[src/rtl/barrel_pc_sched_if.sv]
// ---------------------------------------------------------------------------
// barrel_pc_sched_if
// Bundles the scheduler's control inputs (stall, thread run mask, redirect
// request) and its fetch-issue outputs.
//   slave  : the scheduler (consumes stall/thread_en/redir_*, drives fetch_*)
//   master : the environment around it (execute/fetch side)
// Signals:
//   stall        fetch backpressure, 1 = hold issue
//   thread_en    per-thread run mask
//   redir_valid  redirect request
//   redir_tid    thread being redirected
//   redir_pc     new PC for redir_tid
//   fetch_valid  fetch_tid/fetch_pc carry a real issue
//   fetch_tid    issuing thread
//   fetch_pc     PC to fetch
//   issue_count  count of valid issues (wraps at 2^32)
// ---------------------------------------------------------------------------
interface barrel_pc_sched_if #(
  parameter int NUM_THREADS   = 4,
  parameter int ADDRESS_WIDTH = 32,
  parameter int TID_WIDTH     = $clog2(NUM_THREADS)
);
  logic                     stall;
  logic [NUM_THREADS-1:0]   thread_en;
  logic                     redir_valid;
  logic [TID_WIDTH-1:0]     redir_tid;
  logic [ADDRESS_WIDTH-1:0] redir_pc;
  logic                     fetch_valid;
  logic [TID_WIDTH-1:0]     fetch_tid;
  logic [ADDRESS_WIDTH-1:0] fetch_pc;
  logic [31:0]              issue_count;

  modport master (
    output stall, thread_en, redir_valid, redir_tid, redir_pc,
    input  fetch_valid, fetch_tid, fetch_pc, issue_count
  );

  modport slave (
    input  stall, thread_en, redir_valid, redir_tid, redir_pc,
    output fetch_valid, fetch_tid, fetch_pc, issue_count
  );
endinterface

[src/rtl/barrel_pc_sched.sv]
// ---------------------------------------------------------------------------
// barrel_pc_sched
// Thread scheduler and per-thread PC file at the front of the barrel CPU.
// Rotates round-robin over NUM_THREADS hardware threads, issues one {tid, pc}
// per cycle to fetch, advances the issuing thread's PC by 4, and accepts
// branch/jump redirects from execute into the PC file.
// Ports:
//   clk  : clock, rising edge
//   rst  : synchronous active-high reset (overrides stall and redirect)
//   bus  : barrel_pc_sched_if.slave (stall, thread_en, redir_*, fetch_*,
//          issue_count)
// Build option:
//   BARREL_THREAD_SKIP_EN - when defined, the slot search skips disabled
//   threads (first enabled thread at or after ptr, round-robin); when
//   undefined, slots are strictly fixed and disabled threads make bubbles.
// ---------------------------------------------------------------------------
module barrel_pc_sched #(
  parameter int                       NUM_THREADS      = 4,
  parameter int                       ADDRESS_WIDTH    = 32,
  parameter logic [ADDRESS_WIDTH-1:0] RESET_PC         = '0,
  parameter logic [ADDRESS_WIDTH-1:0] THREAD_PC_OFFSET = ADDRESS_WIDTH'(32'h100),
  parameter int                       TID_WIDTH        = $clog2(NUM_THREADS)
) (
  input  logic               clk,
  input  logic               rst,
  barrel_pc_sched_if.slave   bus
);

  logic [TID_WIDTH-1:0]     ptr;
  logic [ADDRESS_WIDTH-1:0] pc [NUM_THREADS];

  logic                     vld_p1;
  logic [TID_WIDTH-1:0]     tid_p1;
  logic [ADDRESS_WIDTH-1:0] pc_p1;
  logic [31:0]              issue_count;

  logic [TID_WIDTH-1:0]     sel_tid_p0;
  logic                     sel_hit_p0;
  logic                     redir_ok_p0;
  logic                     redir_self_p0;
  logic [ADDRESS_WIDTH-1:0] issue_pc_p0;

  // Modular thread index: base + off, wrapping explicitly so NUM_THREADS
  // need not be a power of two.
  function automatic logic [TID_WIDTH-1:0] wrap_add(
    input logic [TID_WIDTH-1:0] base,
    input int                   off
  );
    int s;
    s = int'(base) + off;
    if (s >= NUM_THREADS) s = s - NUM_THREADS;
    return s[TID_WIDTH-1:0];
  endfunction

  // ---- stage p0: slot selection and redirect qualification ----
`ifdef BARREL_THREAD_SKIP_EN
  // Iterate from the farthest offset down so the nearest enabled thread
  // (round-robin from ptr) is the one left standing.
  always_comb begin
    sel_tid_p0 = ptr;
    sel_hit_p0 = 1'b0;
    for (int i = NUM_THREADS - 1; i >= 0; i--) begin
      if (bus.thread_en[wrap_add(ptr, i)]) begin
        sel_tid_p0 = wrap_add(ptr, i);
        sel_hit_p0 = 1'b1;
      end
    end
  end
`else
  assign sel_tid_p0 = ptr;
  assign sel_hit_p0 = bus.thread_en[ptr];
`endif

  // Out-of-range thread ids are dropped entirely.
  assign redir_ok_p0   = bus.redir_valid &&
                         ({1'b0, bus.redir_tid} < (TID_WIDTH+1)'(NUM_THREADS));
  // A redirect landing in the thread's own issue slot is forwarded so the
  // fetch already uses the new target.
  assign redir_self_p0 = redir_ok_p0 && (bus.redir_tid == sel_tid_p0);
  assign issue_pc_p0   = redir_self_p0 ? bus.redir_pc : pc[sel_tid_p0];

  // ---- stage p1: registered issue and PC file update ----
  always_ff @(posedge clk) begin
    if (rst) begin
      ptr         <= '0;
      vld_p1      <= 1'b0;
      tid_p1      <= '0;
      pc_p1       <= '0;
      issue_count <= '0;
      for (int t = 0; t < NUM_THREADS; t++) begin
        pc[t] <= RESET_PC + ADDRESS_WIDTH'(t) * THREAD_PC_OFFSET;
      end
    end else begin
      // Redirects reach the PC file even while stalled; an issue of the same
      // thread below overrides this with the forwarded target + 4.
      if (redir_ok_p0) pc[bus.redir_tid] <= bus.redir_pc;
      if (!bus.stall) begin
        if (sel_hit_p0) begin
          vld_p1          <= 1'b1;
          tid_p1          <= sel_tid_p0;
          pc_p1           <= issue_pc_p0;
          pc[sel_tid_p0]  <= issue_pc_p0 + ADDRESS_WIDTH'(4);
          issue_count     <= issue_count + 32'd1;
          ptr             <= wrap_add(sel_tid_p0, 1);
        end else begin
          vld_p1 <= 1'b0;
`ifndef BARREL_THREAD_SKIP_EN
          // Fixed-slot bubble: the slot still rotates and is reported.
          tid_p1 <= sel_tid_p0;
          ptr    <= wrap_add(sel_tid_p0, 1);
`endif
        end
      end
    end
  end

  assign bus.fetch_valid = vld_p1;
  assign bus.fetch_tid   = tid_p1;
  assign bus.fetch_pc    = pc_p1;
  assign bus.issue_count = issue_count;

endmodule
[src/flat_wrapper.sv]
// flat-port wrapper written by rule: the top's interface ports become plain ports
module barrel_pc_sched_flat 
#(
  parameter int                       NUM_THREADS      = 4,
  parameter int                       ADDRESS_WIDTH    = 32,
  parameter logic [ADDRESS_WIDTH-1:0] RESET_PC         = '0,
  parameter logic [ADDRESS_WIDTH-1:0] THREAD_PC_OFFSET = ADDRESS_WIDTH'(32'h100),
  parameter int                       TID_WIDTH        = $clog2(NUM_THREADS)
)
  (clk, rst, bus_stall, bus_thread_en, bus_redir_valid, bus_redir_tid, bus_redir_pc, bus_fetch_valid, bus_fetch_tid, bus_fetch_pc, bus_issue_count);
  barrel_pc_sched_if #(.NUM_THREADS(NUM_THREADS), .ADDRESS_WIDTH(ADDRESS_WIDTH), .TID_WIDTH(TID_WIDTH)) bus_i ();
  input  logic clk;
  input  logic rst;
  input wire logic [$bits(bus_i.stall)-1:0] bus_stall;
  input wire logic [$bits(bus_i.thread_en)-1:0] bus_thread_en;
  input wire logic [$bits(bus_i.redir_valid)-1:0] bus_redir_valid;
  input wire logic [$bits(bus_i.redir_tid)-1:0] bus_redir_tid;
  input wire logic [$bits(bus_i.redir_pc)-1:0] bus_redir_pc;
  output wire logic [$bits(bus_i.fetch_valid)-1:0] bus_fetch_valid;
  output wire logic [$bits(bus_i.fetch_tid)-1:0] bus_fetch_tid;
  output wire logic [$bits(bus_i.fetch_pc)-1:0] bus_fetch_pc;
  output wire logic [$bits(bus_i.issue_count)-1:0] bus_issue_count;
  assign bus_i.stall = bus_stall;
  assign bus_i.thread_en = bus_thread_en;
  assign bus_i.redir_valid = bus_redir_valid;
  assign bus_i.redir_tid = bus_redir_tid;
  assign bus_i.redir_pc = bus_redir_pc;
  assign bus_fetch_valid = bus_i.fetch_valid;
  assign bus_fetch_tid = bus_i.fetch_tid;
  assign bus_fetch_pc = bus_i.fetch_pc;
  assign bus_issue_count = bus_i.issue_count;
  barrel_pc_sched #(.NUM_THREADS(NUM_THREADS), .ADDRESS_WIDTH(ADDRESS_WIDTH), .RESET_PC(RESET_PC), .THREAD_PC_OFFSET(THREAD_PC_OFFSET), .TID_WIDTH(TID_WIDTH)) u_core (.clk(clk), .rst(rst), .bus(bus_i));
endmodule
[config.mk]
export PLATFORM = sky130hd
export DESIGN_NAME = barrel_pc_sched_flat
export DESIGN_NICKNAME = d
export VERILOG_FILES = /design/src/rtl/barrel_pc_sched_if.sv /design/src/rtl/barrel_pc_sched.sv /design/src/flat_wrapper.sv
export SDC_FILE = /design/constraint.sdc
export NUM_CORES = 1
export LEC_CHECK = 0
export ABC_CLOCK_PERIOD_IN_PS = 3500
export CAP_MARGIN = 20
export CORE_MARGIN = 5
export CORE_UTILIZATION = 52
export CTS_CLUSTER_DIAMETER = 150
export CTS_CLUSTER_SIZE = 16
export DETAILED_ROUTE_END_ITERATION = 7
export PLACE_DENSITY = 0.77
export SYNTH_ARGS = -nofsm -noshare
export SYNTH_HDL_FRONTEND = slang
export SYNTH_SLANG_ARGS = --single-unit
[constraint.sdc]
create_clock -name clk -period 3.5 [get_ports clk]
set_input_delay 0.525 -clock clk [delete_from_list [all_inputs] [get_ports clk]]
set_output_delay 0.525 -clock clk [all_outputs]
set_load 0.005 [all_outputs]
=== Yosys cells after proc, flatten, opt, wreduce, memory -nomap -nowiden ===
Memories as Yosys holds them, arrays and structs flattened. A register that Yosys moved wholly into a read port is not among the register bits.
Index checks and enable logic that the tools add are counted.

* Add/subtract/negate cells: 4
* $lt $le $gt $ge: 2
* Eq/ne operators: 1
* Muxes and demuxes: 21
* Bitwise gates (word level): 1
* Reductions and logical operators: 4

{| class="wikitable"
|+ Operators with widths
! operator !! number
|-
| $mux 32 || 3
|-
| $reduce_or 32->1 || 2
|-
| $add 32x1->32 const B || 1
|-
| $add 32x3->32 const B || 1
|-
| $mux 1 || 12
|-
| $mux 2 || 5
|-
| $add 2x1->3 const B || 1
|-
| $ge 3x3->1 const B || 1
|-
| $lt 2x3->1 const B || 1
|-
| $bmux 1 s2 || 1
|-
| $eq 2x2->1 || 1
|-
| $reduce_and 2->1 || 1
|-
| $sub 2x1->2 const B || 1
|-
| $logic_and 1x1->1 || 1
|-
| $not 1->1 || 1
|}

* Bits in registers: 69
* Bits in writable memories: 128
* Memories: 1

{| class="wikitable"
|+ Memories
! name !! depth !! width !! rd ports !! clocked after memory_dff !! write ports !! line !! text
|-
| u_core.pc || 4 || 32 || 1 || 1 || 4 || barrel_pc_sched.sv:30 || <nowiki>logic [ADDRESS_WIDTH-1:0] pc [NUM_THREADS];</nowiki>
|}

=== Logic depth before layout (Yosys ltp) ===
Gate-level depths: netlist (run 1).

* Depth after elaboration: 8
* Mapped depth: 15
* Depth with buffers taken out: 10

=== Worst setup path before layout (run 1) ===
OpenSTA, ideal clock, no wires.

* Path kind: input -> register
* Start: input port bus_redir_tid[1]
* End: memory u_core.pc[0][8], data pin
* Library setup time: 0.267 ns
* Data arrival time: 3.389 ns
* Setup slack: -0.156 ns
* Stages on the path: 14
* Cells stage by stage: xnor2_1 -> clkbuf_1 -> nand3_1 -> clkbuf_1 -> buf_1 -> nand2_1 -> nand2_1 -> ha_1 -> clkbuf_1 -> inv_1 -> a221oi_1 -> nor3b_1 -> xnor2_1 -> o21ai_0

{| class="wikitable"
|+ RTL lines
! what !! line !! text
|-
| start, declared || flat_wrapper.sv:17 || <nowiki>input wire logic [$bits(bus_i.redir_tid)-1:0] bus_redir_tid;</nowiki>
|-
| end, declared || barrel_pc_sched.sv:30 ||
|}

==> results of run 1 <==
[state kept, by name, summed over array words and instances, names as in the netlist, named ones only]
signal,cells
u_core.bus.fetch_valid,1
u_core.bus.fetch_pc,32
u_core.ptr,2
u_core.pc,128
u_core.bus.issue_count,32
u_core.bus.fetch_tid,2
[cell type report]
cell class / instances / area [um2]
clock inverter: 14 / 149
clock buffer: 18 / 429
fill: 1585 / 7160
inverter: 13 / 48.8
tap: 270 / 338
timing repair buffer: 195 / 1780
multi-input combinational: 718 / 4990
sequential: 199 / 5270
[metal layers]
metal | track usage | part of all wire
met2 | 0.433 | 0.49
met1 | 0.351 | 0.38
met4 | 0.106 | 0.030
met3 | 0.0520 | 0.097
met5 | 0 | 0
[cells by family (layout without fill, tap and decap cells)]
| family | Yosys count | in the layout | synth area share |
|---|---|---|---|
| buffers and inverters | 100 | 240 | 0.0398 |
| xor gates and xnor gates | 47 | 47 | 0.0387 |
| DFF | 199 | 199 | 0.495 |
| adders and majority gates | 6 | 6 | 0.00705 |
| AOI/OAI and AO/OA | 209 | 209 | 0.130 |
| muxes | 61 | 61 | 0.0967 |
| and+or+nand+nor | 395 | 395 | 0.193 |
[synthesized netlist by cell type (5+ instances only)]
master    instances
xor2_1           15
o21ai_1          18
or4_1            14
a311oi_1          7
and4_1            5
ha_1              6
and3_1            5
o31ai_1          47
and2_1           10
o21ai_0          58
mux4_2           33
nor4_1           10
a31oi_1           5
mux2_2            5
a22oi_1           6
nor3b_1           6
dfxtp_1          71
edfxtp_1        128
o211ai_1          8
nor2_1           68
nand3_1         143
and3b_1           5
nand3b_1          5
nor3_1           14
mux2i_1          23
buf_2             9
or3_1             8
xnor2_1          32
nand4_1          24
clkbuf_1         68
nand2_1          65
a21oi_1          11
a211oi_1         22
o311ai_0          7
inv_1            12
[final timing paths]
path	startpoint	end	slack (ps)
max	bus_redir_tid[1]	u_core.pc[1][28]	200
min	rst	u_core.ptr[1]	420
max reg2reg	u_core.ptr[1]	u_core.pc[1][28]	400
min reg2reg	u_core.bus.fetch_pc[24]	u_core.bus.fetch_pc[24]	470
[worst reg2reg max path: stages, from the launching register on]
cell,delay [ps]
dfxtp_1,440
xor2_2,610
buf_4,300
o311ai_0,200
a22oi_1,440
nand4_1,170
buf_4,190
o31a_1,310
o31ai_1,270
[power by group]
part / leakage (nW) / total [mW] / internal (mW) / switching (mW)
registers: 1.90 / 2.72 / 2.66 / 0.0598
logic: 2.30 / 1.14 / 0.469 / 0.675
clock network: 0.277 / 1.97 / 1.06 / 0.909
total: 4.48 / 5.83 / 4.19 / 1.64
[per-stage QoR]
stage	hold WS, ps	utilization
after floorplan	467	-
after global placement	460	0.616
after detailed placement	462	0.616
after CTS	411	0.645
after global routing	447	0.645
final	417	0.645
==> results.py, run 1 <==
metrics = {
    "outcome": {
        "outcome": "completed",
    },
    "critical_path": {
        "crit_buf_inv": 3,
        "worstPathRequired_ps": 3770,
        "crit_fanout": 17,
        "cpMostUsedCell": "buf_4",
        "crit_arrival_ps": 3570,
        "slowest_delay_ps": 600,
        "slowest_stage": "xor2_2",
        "cpLargestDelayFamily": "compound AO/OA/AOI/OAI gates",
        "worstRegToRegCells": 8,
        "crit_chain": "clkdlybuf4s50_1 > xor2_2 > buf_4 > o311ai_0 > a22oi_1 > nand4_1 > buf_4 > o31a_1 > o31ai_1",
        "path_class": "primary input to flop",
        "path_depth": 9,
        "start_kind": "primary input",
        "end_kind": "flop",
    },
    "placed_design": {
        "postPlaceCellArea_um2": 12400,
        "dp_cells": 1395,
        "place_ws_ps": -153,
        "dp_hpwl_um": 21200,
        "gp_congestion": 0.957,
        "io_buffers": 108,
    },
    "timing": {
        "maxSlewViolCount": 0,
        "final_hold_viol_count": 0,
        "rsz0062_at_grt": "false",
        "tightest_slew_ps": 796,
        "final.setup.tns_ps": 0,
        "min_period_over_period": 0.942,
        "fin_crit_ps": 3300,
        "max_freq_ghz": 0.303,
        "skew_ps": 10.5,
        "setup_ws_ps": 203,
        "setup_viol_count_final": 0,
        "relSlewSlack": 0.469,
    },
    "power": {
        "total_power_mw": 5.83,
        "leakage_nw": 4.48,
        "power_density_nw_per_um2": 449,
        "peakVddDrop_mv": 0.397,
    },
    "floorplanning": {
        "core_region_area_um2": 20200,
        "rows": 52,
        "num_io_pins": 109,
        "die_x_um": 153,
        "start_util": 0.528,
        "die_area_um2": 23400,
        "fp.dieH_um": 153,
    },
    "yosys": {
        "syn-num-nets": 1065,
        "ys_seq_elements": 199,
        "yosys.area.top_type": "edfxtp_1",
        "synth.avg_cell_area_um2": 10.5,
        "yosysTopAreaCellShare": 0.361,
        "syn_area_um2": 10600,
        "synth.distinct_cells": 57,
        "synthTopCellsByArea": "edfxtp_1 36%, dfxtp_1 13%, mux4_2 7.0%",
        "synthFlopType": "edfxtp_1",
        "ys_warn_count": 0,
        "seq_area_frac_synth": 0.495,
        "synthCells": 1017,
        "synth_edf_count": 128,
        "async_reset_ff_frac": 0,
    },
    "grt": {
        "grtUsageTotal": 0.266,
        "grt_overflow_total": 0,
        "grt_max_degree": 65,
        "antenna_found_initial": 0,
        "grt_pass1_wl_um": 49600,
        "grt_pass1_vias": 8986,
    },
    "run": {
        "max_cap_viol_count": 0,
    },
    "clocking": {
        "hold_buffers": 0,
        "path_clk_slew_ps": 70,
        "post_cts.repair.setup_buffers": 0,
        "ctsLongestPathBuffers": 2,
        "cts_root_buffer": "clkbuf_16",
        "cts_max_level": 4,
        "cts_tree": "yes",
        "insertion_delay_ps": 450,
        "clock_sinks": 199,
        "cts_resized": 0,
        "cts_made_buffers": 17,
    },
    "final_layout": {
        "fin_cells": 1427,
        "area_growth_pct": 22.2,
        "layout_common_cells": "143 x nand3_1, 128 x edfxtp_1, 107 x clkdlybuf4s50_1, 83 x buf_4, 70 x dfxtp_1",
        "nNetsFinal": 1192,
        "final_common_cell": "nand3_1",
        "final_cell_area_um2": 13000,
        "antenna_cells": 0,
        "layout-drive-gt1-share": 0.149,
    },
    "drt": {
        "detail_route.wl_per_cell_um": 22.1,
        "vias": 9293,
        "wirelength_um": 31500,
        "via_per_inst": 6.51,
        "drcViolationCount": 0,
        "ant_nets": 0,
        "first_pass_iters": 6,
        "initialDrtViolationCount": 1361,
    },
    "min_path": {
        "hold_path_class": "primary input to flop",
        "whs_path_depth": 2,
    },
}
No activity file was read; power rests on OpenSTA's default activity.
==> run 2, diff against run 1 <==
--- a/config.mk
+++ b/config.mk
@@ -5,14 +5,14 @@
 export SDC_FILE = /design/constraint.sdc
 export NUM_CORES = 1
 export LEC_CHECK = 0
-export ABC_CLOCK_PERIOD_IN_PS = 3500
+export ABC_CLOCK_PERIOD_IN_PS = 2650
 export CAP_MARGIN = 20
 export CORE_MARGIN = 5
 export CORE_UTILIZATION = 52
 export CTS_CLUSTER_DIAMETER = 150
 export CTS_CLUSTER_SIZE = 16
 export DETAILED_ROUTE_END_ITERATION = 7
-export PLACE_DENSITY = 0.77
+export PLACE_DENSITY = 0.73
 export SYNTH_ARGS = -nofsm -noshare
 export SYNTH_HDL_FRONTEND = slang
 export SYNTH_SLANG_ARGS = --single-unit
==> constraint.sdc (replaced) <==
create_clock -name clk -period 2.65 [get_ports clk]
set_input_delay 0.3975 -clock clk [delete_from_list [all_inputs] [get_ports clk]]
set_output_delay 0.3975 -clock clk [all_outputs]
set_load 0.005 [all_outputs]
==> results.py, run 2 (synthesis gave the netlist of run 1 again) <==
metrics = {
    "grt": {
        "grt_overflow_total": 0,
        "grt_pass1_wl_um": 54000,
        "grt_max_degree": 65,
        "antenna_found_initial": 0,
        "grt_pass1_vias": 9831,
        "grtUsageTotal": 0.290,
    },
    "final_layout": {
        "multi_input_area_um2": 5600,
        "layout-drive-gt1-share": 0.298,
        "seq_area_um2": 5280,
        "nNetsFinal": 1311,
        "antenna_cells": 0,
        "nFillCells": 1363,
        "final_common_cell": "buf_4",
        "fin_cells": 1546,
        "postLayoutCoreUtil": 0.733,
        "area_growth_pct": 38.8,
        "top_register": "u_core.pc",
        "final_cell_area_um2": 14800,
        "largest_register_ff_count": 128,
        "layout_common_cells": "175 x buf_4, 139 x nand3_1, 128 x edfxtp_1, 104 x clkdlybuf4s50_1, 68 x dfxtp_1",
    },
    "clocking": {
        "cts_root_buffer": "clkbuf_16",
        "cts_tree": "yes",
        "insertion_delay_ps": 440,
        "clock_sinks": 199,
        "ctsLongestPathBuffers": 2,
        "path_clk_slew_ps": 80,
        "cts_max_level": 4,
        "cts_made_buffers": 17,
    },
    "critical_path": {
        "slowest_stage": "or4_4",
        "crit_fanout": 7,
        "end_kind": "flop",
        "worstRegToRegCells": 8,
        "rrSetupSlack_ps": -190,
        "crit_buf_inv": 2,
        "cpLargestDelayFamily": "simple AND/OR/NAND/NOR gates",
        "path_class": "flop to flop",
        "slowest_delay_ps": 510,
        "crit_arrival_ps": 3150,
        "r2r-end": "u_core.pc[1][24]",
        "start_kind": "flop",
        "cpMostUsedCell": "buf_4",
        "worstPathRequired_ps": 2960,
        "crit_chain": "xor2_4 > or4_4 > a222oi_1 > buf_4 > nand3_4 > buf_4 > or4_1 > nand3_1",
        "r2r-start": "u_core.ptr[0]",
    },
    "placed_design": {
        "dp_cells": 1501,
        "io_buffers": 108,
        "postPlaceCellArea_um2": 13600,
        "gp_congestion": 0.937,
        "dp_hpwl_um": 23300,
    },
    "timing": {
        "skew_ps": 14.6,
        "tightest_slew_ps": 691,
        "final.setup.tns_ps": -7920,
        "setup_ws_ps": -193,
        "min_period_over_period": 1.07,
        "maxSlewViolCount": 0,
        "rsz0062_at_grt": "true",
        "max_freq_ghz": 0.352,
        "final_hold_viol_count": 0,
        "setup_viol_count_final": 80,
        "fin_crit_ps": 2840,
        "relSlewSlack": 0.539,
    },
    "drt": {
        "ant_nets": 0,
        "wirelength_um": 35100,
        "via_per_inst": 6.47,
        "detail_route.wl_per_cell_um": 22.7,
        "initialDrtViolationCount": 1313,
        "first_pass_iters": 6,
        "vias": 9999,
        "drcViolationCount": 0,
    },
    "floorplanning": {
        "rows": 52,
        "core_region_area_um2": 20200,
        "die_area_um2": 23400,
        "num_io_pins": 109,
        "die_x_um": 153,
        "start_util": 0.528,
        "fp.dieH_um": 153,
    },
    "min_path": {
        "hold_path_class": "primary input to flop",
        "whs_path_depth": 2,
        "hp-start": "rst",
    },
    "power": {
        "p_int_mw": 5.84,
        "power_density_nw_per_um2": 563,
        "sw_frac_of_total": 0.297,
        "p_clk_frac": 0.323,
        "p_seq_frac": 0.433,
        "comb_power_share": 0.245,
        "peakVddDrop_mv": 0.406,
        "leakage_nw": 5.43,
        "switchingPower_mw": 2.47,
    },
    "outcome": {
        "violations": "negative setup slack",
        "outcome": "finished with violations",
    },
    "run": {
        "max_cap_viol_count": 0,
    },
}
[run 2: cell count changes in the layout (fill, tap and decap cells not counted), sizes merged, moves of 3 or more]
cell | previous run | this run
buf | 88 | 205
clkbuf | 18 | 22
clkdlybuf4s50 | 107 | 104
clkinvlp | 3 | 0
inv | 17 | 22
[run 2: layout make-up]
class,instances,area share
repair buffers,313,0.197
multi-input cells,719,0.379
flip-flops and latches,199,0.357
clock buffers,20,0.0327
well taps,270,0.0229
clock inverters,12,0.00813
inverters,13,0.00330
[run 2: power by group through the flow]
stage               Combinational [mW]  Clock (mW)  Sequential (mW)
floorplan                        0.946           0             3.64
global placement                  1.81           0             3.65
detailed placement                1.84           0             3.66
CTS                               1.90        2.70             3.59
global route                      2.15        2.81             3.61
finish                            2.04        2.68             3.60
[run 2: worst max-delay path by stage]
stage,from,endpoint,slack [ps],depth (start not counted)
final,u_core.ptr[0],u_core.pc[1][24],-190,8
after floorplan,u_core.ptr[0],u_core.pc[1][24],-230,9
after global routing,u_core.ptr[0],u_core.pc[1][24],-250,8
after global placement,bus_redir_tid[1],u_core.pc[1][30],-750,10
after CTS,u_core.ptr[0],u_core.pc[0][31],-110,8
after detailed placement,bus_redir_tid[1],u_core.pc[0][31],-820,10
[run 2: per-stage QoR]
step	worst slack [ps]	power [mW]	hold slack [ps]
after floorplan	-231	4.59	467
after detailed placement	-817	5.50	466
after CTS	-106	8.19	452
after global placement	-745	5.46	459
final	-193	8.32	465
after global routing	-251	8.58	492
[run 2: metal layers]
layer	vias up	part of all wire	global-route usage
li1	4435	-	-
met1	4751	0.37	0.367
met2	663	0.48	0.483
met3	150	0.10	0.0625
met4	0	0.046	0.123
met5	-	0	0
[run 2: timing repair]
action,in CTS,in global routing
pin swaps,21,56
resized for setup,35,75
endpoints found under the setup margin,97,95
hold endpoints to repair,0,0
buffers inserted,5,6
cloned,2,2
hold buffers,0,0
